File: src/rtl/bnn_ocr_pkg.sv
// Shared command codes, loader state encoding and default geometry for the
// BNN OCR SPI front end.
package bnn_ocr_pkg;

   localparam logic [7:0] CMD_LOAD   = 8'hA5;
   localparam logic [7:0] CMD_STATUS = 8'h5A;
   localparam logic [7:0] CMD_CLEAR  = 8'hC3;

   typedef enum logic [1:0] {
      IDLE      = 2'd0,
      RX_IMAGE  = 2'd1,
      IMG_READY = 2'd2
   } loader_state_t;

   localparam int unsigned DEF_IMG_W   = 16;
   localparam int unsigned DEF_IMG_H   = 16;
   localparam int unsigned DEF_CLASS_W = 4;

endpackage

File: src/rtl/spi_image_loader.sv
// Command decoder and image packer between the SPI byte receiver and the BNN
// core; also latches the classification result into the SPI status byte.
module spi_image_loader
   import bnn_ocr_pkg::*;
#(
   parameter int unsigned IMG_W   = DEF_IMG_W,
   parameter int unsigned IMG_H   = DEF_IMG_H,
   parameter int unsigned CLASS_W = DEF_CLASS_W
) (
   input  logic                     clk,
   input  logic                     rst,
   input  logic [7:0]               rx_byte,
   input  logic                     byte_valid,
   input  logic                     cs,
   output logic [7:0]               tx_byte,
   output logic [IMG_W*IMG_H-1:0]   image_data,
   output logic                     image_ready,
   input  logic                     image_ack,
   input  logic                     result_valid,
   input  logic [CLASS_W-1:0]       result_class,
   output logic                     busy,
   output logic                     err
);

   localparam int unsigned IMG_BITS  = IMG_W * IMG_H;
   localparam int unsigned IMG_BYTES = IMG_BITS / 8;
   localparam int unsigned CNT_W     = $clog2(IMG_BYTES + 1);
   localparam logic [CNT_W-1:0] LAST_CNT = CNT_W'(IMG_BYTES - 1);

   if (CLASS_W > 4 || CLASS_W == 0) begin : gen_class_w_check
      $error("spi_image_loader: CLASS_W must be in 1..4");
   end
   if ((IMG_BITS % 8) != 0 || IMG_BITS < 16) begin : gen_img_bits_check
      $error("spi_image_loader: IMG_W*IMG_H must be a multiple of 8 and at least 16");
   end

   loader_state_t      state;
   logic [CNT_W-1:0]   byte_cnt;
   logic               cs_meta;
   logic               cs_s;
   logic               res_valid;
   logic [CLASS_W-1:0] res_class;
   logic [3:0]         res_class_ext;

   assign res_class_ext = 4'(res_class);

   always_ff @(posedge clk or negedge rst) begin
      if (!rst) begin
         state       <= IDLE;
         byte_cnt    <= '0;
         image_data  <= '0;
         image_ready <= 1'b0;
         busy        <= 1'b0;
         err         <= 1'b0;
         res_valid   <= 1'b0;
         res_class   <= '0;
         tx_byte     <= 8'h00;
         cs_meta     <= 1'b1;
         cs_s        <= 1'b1;
      end else begin
         cs_meta <= cs;
         cs_s    <= cs_meta;
         tx_byte <= {res_valid, image_ready, state == RX_IMAGE, err, res_class_ext};

         // Result capture first so that command-driven clears below override it.
         if (result_valid) begin
            res_valid <= 1'b1;
            res_class <= result_class;
         end

         case (state)
            IDLE: begin
               if (byte_valid) begin
                  case (rx_byte)
                     CMD_LOAD: begin
                        state     <= RX_IMAGE;
                        busy      <= 1'b1;
                        byte_cnt  <= '0;
                        res_valid <= 1'b0;
                     end
                     CMD_STATUS: ;
                     CMD_CLEAR: begin
                        image_data <= '0;
                        err        <= 1'b0;
                        res_valid  <= 1'b0;
                        res_class  <= '0;
                     end
                     default: err <= 1'b1;
                  endcase
               end
            end
            RX_IMAGE: begin
               // An accepted byte always wins over a pending chip-select abort.
               if (byte_valid) begin
                  image_data <= {image_data[IMG_BITS-9:0], rx_byte};
                  byte_cnt   <= byte_cnt + 1'b1;
                  if (byte_cnt == LAST_CNT) begin
                     state       <= IMG_READY;
                     image_ready <= 1'b1;
                  end
               end else if (cs_s) begin
                  state    <= IDLE;
                  busy     <= 1'b0;
                  err      <= 1'b1;
                  byte_cnt <= '0;
               end
            end
            IMG_READY: begin
               if (byte_valid && rx_byte == CMD_CLEAR) begin
                  state       <= IDLE;
                  busy        <= 1'b0;
                  image_ready <= 1'b0;
                  image_data  <= '0;
                  err         <= 1'b0;
               end else begin
                  if (image_ack) begin
                     state       <= IDLE;
                     busy        <= 1'b0;
                     image_ready <= 1'b0;
                  end
                  if (byte_valid && rx_byte != CMD_STATUS) begin
                     err <= 1'b1;
                  end
               end
            end
            default: begin
               state <= IDLE;
               busy  <= 1'b0;
            end
         endcase
      end
   end

endmodule

File: config.mk
export PLATFORM = sky130hd
export DESIGN_NAME = spi_image_loader
export DESIGN_NICKNAME = d
export VERILOG_FILES = /design/src/rtl/bnn_ocr_pkg.sv /design/src/rtl/spi_image_loader.sv
export SDC_FILE = /design/constraint.sdc
export NUM_CORES = 1
export LEC_CHECK = 0
export ABC_CLOCK_PERIOD_IN_PS = 2000
export CORE_MARGIN = 4
export CORE_UTILIZATION = 45
export CTS_BUF_LIST = sky130_fd_sc_hd__clkbuf_8
export CTS_CLUSTER_DIAMETER = 30
export DETAILED_ROUTE_END_ITERATION = 12
export PLACE_DENSITY_LB_ADDON = 0.25
export SLEW_MARGIN = 30
export SYNTH_ARGS = -nofsm -noshare
export SYNTH_HDL_FRONTEND = slang
export SYNTH_SLANG_ARGS = --single-unit
File: constraint.sdc
create_clock -name clk -period 2 [get_ports clk]
set_input_delay 0.4 -clock clk [delete_from_list [all_inputs] [get_ports clk]]
set_output_delay 0.4 -clock clk [all_outputs]
set_load 0.005 [all_outputs]
**Word level (Yosys, flattened, before mapping)**

Cells that the tools add are included.

- Register bits after elaboration: 282
- Input bits: 18
- Output and inout bits: 267
- Logic and storage cells: 89

- Add/sub/neg operators: 1
- Eq/ne operators: 20
- Multiplexer cells: 43
- Reduce and logical (&&, ||, !) cells: 14

Operator list:

| operator | number |
|---|---|
| 2-to-1 mux 256 bit | 4 |
| case mux 256 bit (3 select lines) | 1 |
| 2-to-1 mux 6 bit | 4 |
| 2-to-1 mux 1 bit | 17 |
| equality test 8 bit (second input constant) | 2 |
| 2-to-1 mux 4 bit | 4 |
| AND reduction 5 bit | 3 |
| 2-to-1 mux 2 bit | 7 |
| != test 2 bit (second input constant) | 7 |
| case mux 6 bit (2 select lines) | 1 |
| != test 3 bit (second input constant) | 3 |
| equality test 8 x 7 -> 1 bit (second input constant) | 1 |
| != test 8 x 7 -> 1 bit (second input constant) | 1 |
| AND reduction 4 bit | 2 |
| adder 6 x 1 -> 6 bit (second input constant) | 1 |
| equality test 6 x 5 -> 1 bit (second input constant) | 1 |
| case mux 1 bit (3 select lines) | 2 |
| case mux 2 bit (3 select lines) | 1 |
| AND reduction 6 bit | 1 |
| != test 2 x 1 -> 1 bit (second input constant) | 2 |
| case mux 1 bit (2 select lines) | 2 |
| nonzero test 2 bit | 2 |
| OR reduction 2 bit | 2 |
| != test 3 x 2 -> 1 bit (second input constant) | 1 |
| other kinds (5) | 6 |

**Longest topological paths before layout**

- Depth in word-level cells: 5
- Mapped depth: 9
- Depth with buffers taken out: 6

**Worst setup path after synthesis**

Ideal clock, no wire load.

- Path kind: register -> register
- Start point: reg state[0]
- End point: reg image_data[191]
- Library setup time: 0.079 ns
- Arrival: 1.769 ns
- Setup slack: 0.152 ns
- Stages on the path, launching flop included: 10
- Path buffers: 3
- Path through: dfrtp_1 > inv_1 > ha_1 > clkbuf_1 > nor2_1 > o21ai_1 > a21oi_4 > buf_6 > buf_8 > mux2i_1

- Cells in the longest elaborated chain, start to end: 3

RTL lines:

| what | RTL line | text |
|---|---|---|
| from (decl) | spi_image_loader.sv:37 | `loader_state_t state;` |
| from (signal assigned) | spi_image_loader.sv:49 | `state <= IDLE;` |
| from (signal assigned) | spi_image_loader.sv:76 | `state <= RX_IMAGE;` |
| from (signal assigned) | spi_image_loader.sv:98 | `state <= IMG_READY;` |
| equality test 2 bit (tied with other cells) | spi_image_loader.sv:71 | `case (state)` |
| != test 2 bit (no line) or nonzero test 3 bit (tied branches) | - |  |
| AND reduction 5 bit (no line) | - |  |
| to (signal assigned) | spi_image_loader.sv:95 | `image_data <= {image_data[IMG_BITS-9:0], rx_byte};` |
| to (decl) | spi_image_loader.sv:16 | `output logic [IMG_W*IMG_H-1:0] image_data,` |

Several ways; a longest one is shown, not always the timed one.
A chain may end at the register's enable or synchronous reset.

**Worst setup path in the final report**

- Start point: reg state[0]
- End point: reg image_data[20]

The elaborated chain is that of the path after synthesis.

==> out/qor.txt <==
Worst clock skew: 0.02485 ns
Core ar.: 27860 um^2
Worst-Margin Slew: 0.7198 ns
First-pass GRT wire length: 51430 um
Busiest grt layer: met2
Nets@finish: 1590
Syn_area_per_cell: 10.56 um^2
Synth async-reset ratio: 1.000
Cell family with most CP delay: buffers and inverters
Period minus WS final: 1.966 ns
Grt ovf: 0
Worst slack at placement: -0.3026 ns
CTS root buffer: clkbuf_8
Share of the synthesized area in the top cell type: 0.5513
Count leader, synth: dfrtp_1
CP arrival: 2.46 ns
Vias in the first global route: 9471
Hold Vio Cnt, Final: 0
# IOs: 285
CP bufs+invs: 4
Comb pwr share: 0.396
ANT cells: 0
Antenna violations before repair: 0
DR vias: 9245
WL final: 33480 um
Post-synth EDFFs: 0
Slew Viols, Final: 0
DRC: 0
P_leak: 0.007901 uW
CP Capture Type: flop
Cell Pwr Density: 1275 nW/um^2
Number of max-cap violations: 0
Wire length per cell: 16.81 um
Power Total: 23100 uW
Final setup violation count: 0
Largest cells by area after synthesis: dfrtp_1 55%, mux2i_1 21%, inv_1 7.8%
Num rows: 61
Die area: 31000 um^2
DR iter-0 viols: 497
Starting density of the core: 0.4562
Startpoint Class: flop
Clock latency at the later pin of the worst-skew pair: 0.58 ns
Period utilisation layout: 0.9829
#FFs+latches synth: 282
Final worst slack: 0.03418 ns
Seq/Total Area, Yosys: 0.5554
H-tree Lvls: 2
Switching power: 7571 uW
Routability cong.: 0.8308
DRT Pass-1 Iters: 4
Sw Ratio: 0.3278
Yosys top cell by area: dfrtp_1
CP max-delay cell: dfrtp_1
Count of cell types in the netlist: 42
DIE WIDTH: 176.1 um
Setup TNS: 0 ns
Die height: 176.1 um
Port Buf Inserts: 284
Crit path max fanout: 8
Area growth, synth to finish: 42.53%
Clk buf depth: 3
CTS Buf Count: 60
Slew HR: 0.5201
Cell count after synthesis: 1203
Pin count of the biggest net entering global routing: 134
Most common library cells after synthesis: 280 x dfrtp_1, 263 x inv_1, 262 x nand2_1
Critical path type: reg2reg
Worst-path cell chain: inv_2 > ha_2 > nor2_2 > o21ai_1 > a21oi_4 > buf_12 > clkbuf_16 > buf_6 > mux2i_1
Unrepaired setup endpoints after global routing: yes
Maximum vdd drop: 0.8665 mV
Worst hold path type: in2reg
Int Pwr: 15530 uW
ANT nets after route: 0
GRT Util Overall: 0.2033
Max incr delay on CP: 0.42 ns
Mapped Area: 12710 um^2
Syn nets: 1226
Status: complete, no violations
Post-layout util: 0.6503
Sequential share of power: 0.315
Met1 Usage GRT: 0.2732
Max Clk Rate: 0.5087 GHz
CTS tree: done
Clk sinks: 282
Share of cells above drive strength 1: 0.1252
Ys Warns: 0
GR Util met3: 0.06403
Worst EP required: 2.49 ns
Clock Power Share: 0.289
Post-DP HPWL: 22140 um
GR Util met2: 0.3202
DR vias/cell: 4.643
Primary FF master, synth: dfrtp_1
Worst-path clk slew: 0.06 ns
## path summary, 6_finish.rpt
check,start,to,slack [ns],depth (start not counted)
worst max register to register,state[0],image_data[20],0.03,9
max in group asynchronous,rst,image_data[100],0.99,3
worst max-delay path,state[0],image_data[20],0.03,9
worst min register to register,cs_meta,cs_s,0.36,0
worst min-delay path,cs,cs_meta,0.25,1
min in group asynchronous,rst,image_data[249],0.34,2
## final cells by class
class / count / area [um^2]
Inverter: 263 / 987.2
Timing Repair Buffer: 364 / 4073
Fill cell: 2222 / 9743
Multi-Input combinational cell: 596 / 4182
Clock buffer: 73 / 1005
Clock inverter: 35 / 330.3
Sequential cell: 282 / 7066
Tap cell: 378 / 473.0
## through the flow
step / cell area [um^2] / cells / hold slack, ns
6_report: 18110 / 1991 / 0.2527
5_1_grt: 18110 / 1991 / 0.2268
4_1_cts: 17540 / 1973 / 0.2291
3_5_place_dp: 16190 / 1863 / 0.3497
3_3_place_gp: 16190 / 1863 / 0.3489
2_1_floorplan: 12710 / 1203 / 0.1044
## registers in the layout, indices dropped and copies added, names as in the netlist
name         count
cs_s             1
tx_byte          8
cs_meta          1
byte_cnt         6
image_data     256
state            2
err              1
res_class        4
res_valid        1
busy             1
image_ready      1
## layout by cell type, fill, tap and decap left out, drive strengths merged, types with 3 or more instances in the layout
cell type | Yosys | final
o21ai | 12 | 12
dlygate4sd2 | 0 | 3
a31oi | 5 | 5
inv | 263 | 275
ha | 5 | 5
dlymetal6s2s | 0 | 9
clkbuf | 29 | 88
clkinvlp | 0 | 8
nor2 | 11 | 11
nand4 | 4 | 4
clkdlybuf4s50 | 0 | 271
mux2i | 261 | 261
buf | 33 | 65
clkinv | 0 | 9
bufinv | 0 | 6
dfrtp | 280 | 280
nor3 | 3 | 3
nand2 | 262 | 262
nand3 | 8 | 8
nand4bb | 3 | 3
## per-layer routing
layer / wire length, um / share of wire / vias to the layer above
met5: 0 / 0 / -
met4: 676 / 0.020 / 0
met3: 2246 / 0.067 / 52
met2: 15880 / 0.47 / 248
met1: 14670 / 0.44 / 4480
li1: - / - / 4465
## power by group through the flow
| stage | Clock, uW | Combinational (uW) | Sequential, uW |
|---|---|---|---|
| after global routing | 7140 | 9780 | 7400 |
| after CTS | 6820 | 7770 | 7280 |
| after global placement | 0 | 7620 | 7350 |
| after floorplan | 0 | 4980 | 7230 |
| final | 6670 | 9140 | 7280 |
| after detailed placement | 0 | 7710 | 7340 |
## cells by family (layout without fill, tap and decap cells)
kind of cell,count (synthesis),after routing,share of synthesized area
flops,282,282,0.5554
mux,262,262,0.2064
compound gates,31,31,0.01743
buf+inv,325,735,0.1196
fa+ha+maj,5,5,0.004922
simple gates,298,298,0.09618
## repair_timing
| action | in CTS | in global routing |
|---|---|---|
| cloned | 0 | 15 |
| endpoints found under the setup margin | 15 | 264 |
| hold buffers | 1 | 0 |
| hold endpoints to repair | 43 | 0 |
| pin swaps | 0 | 3 |
| buffers inserted | 1 | 3 |
| resized for setup | 6 | 43 |
Power figures use the tool's default switching activity.
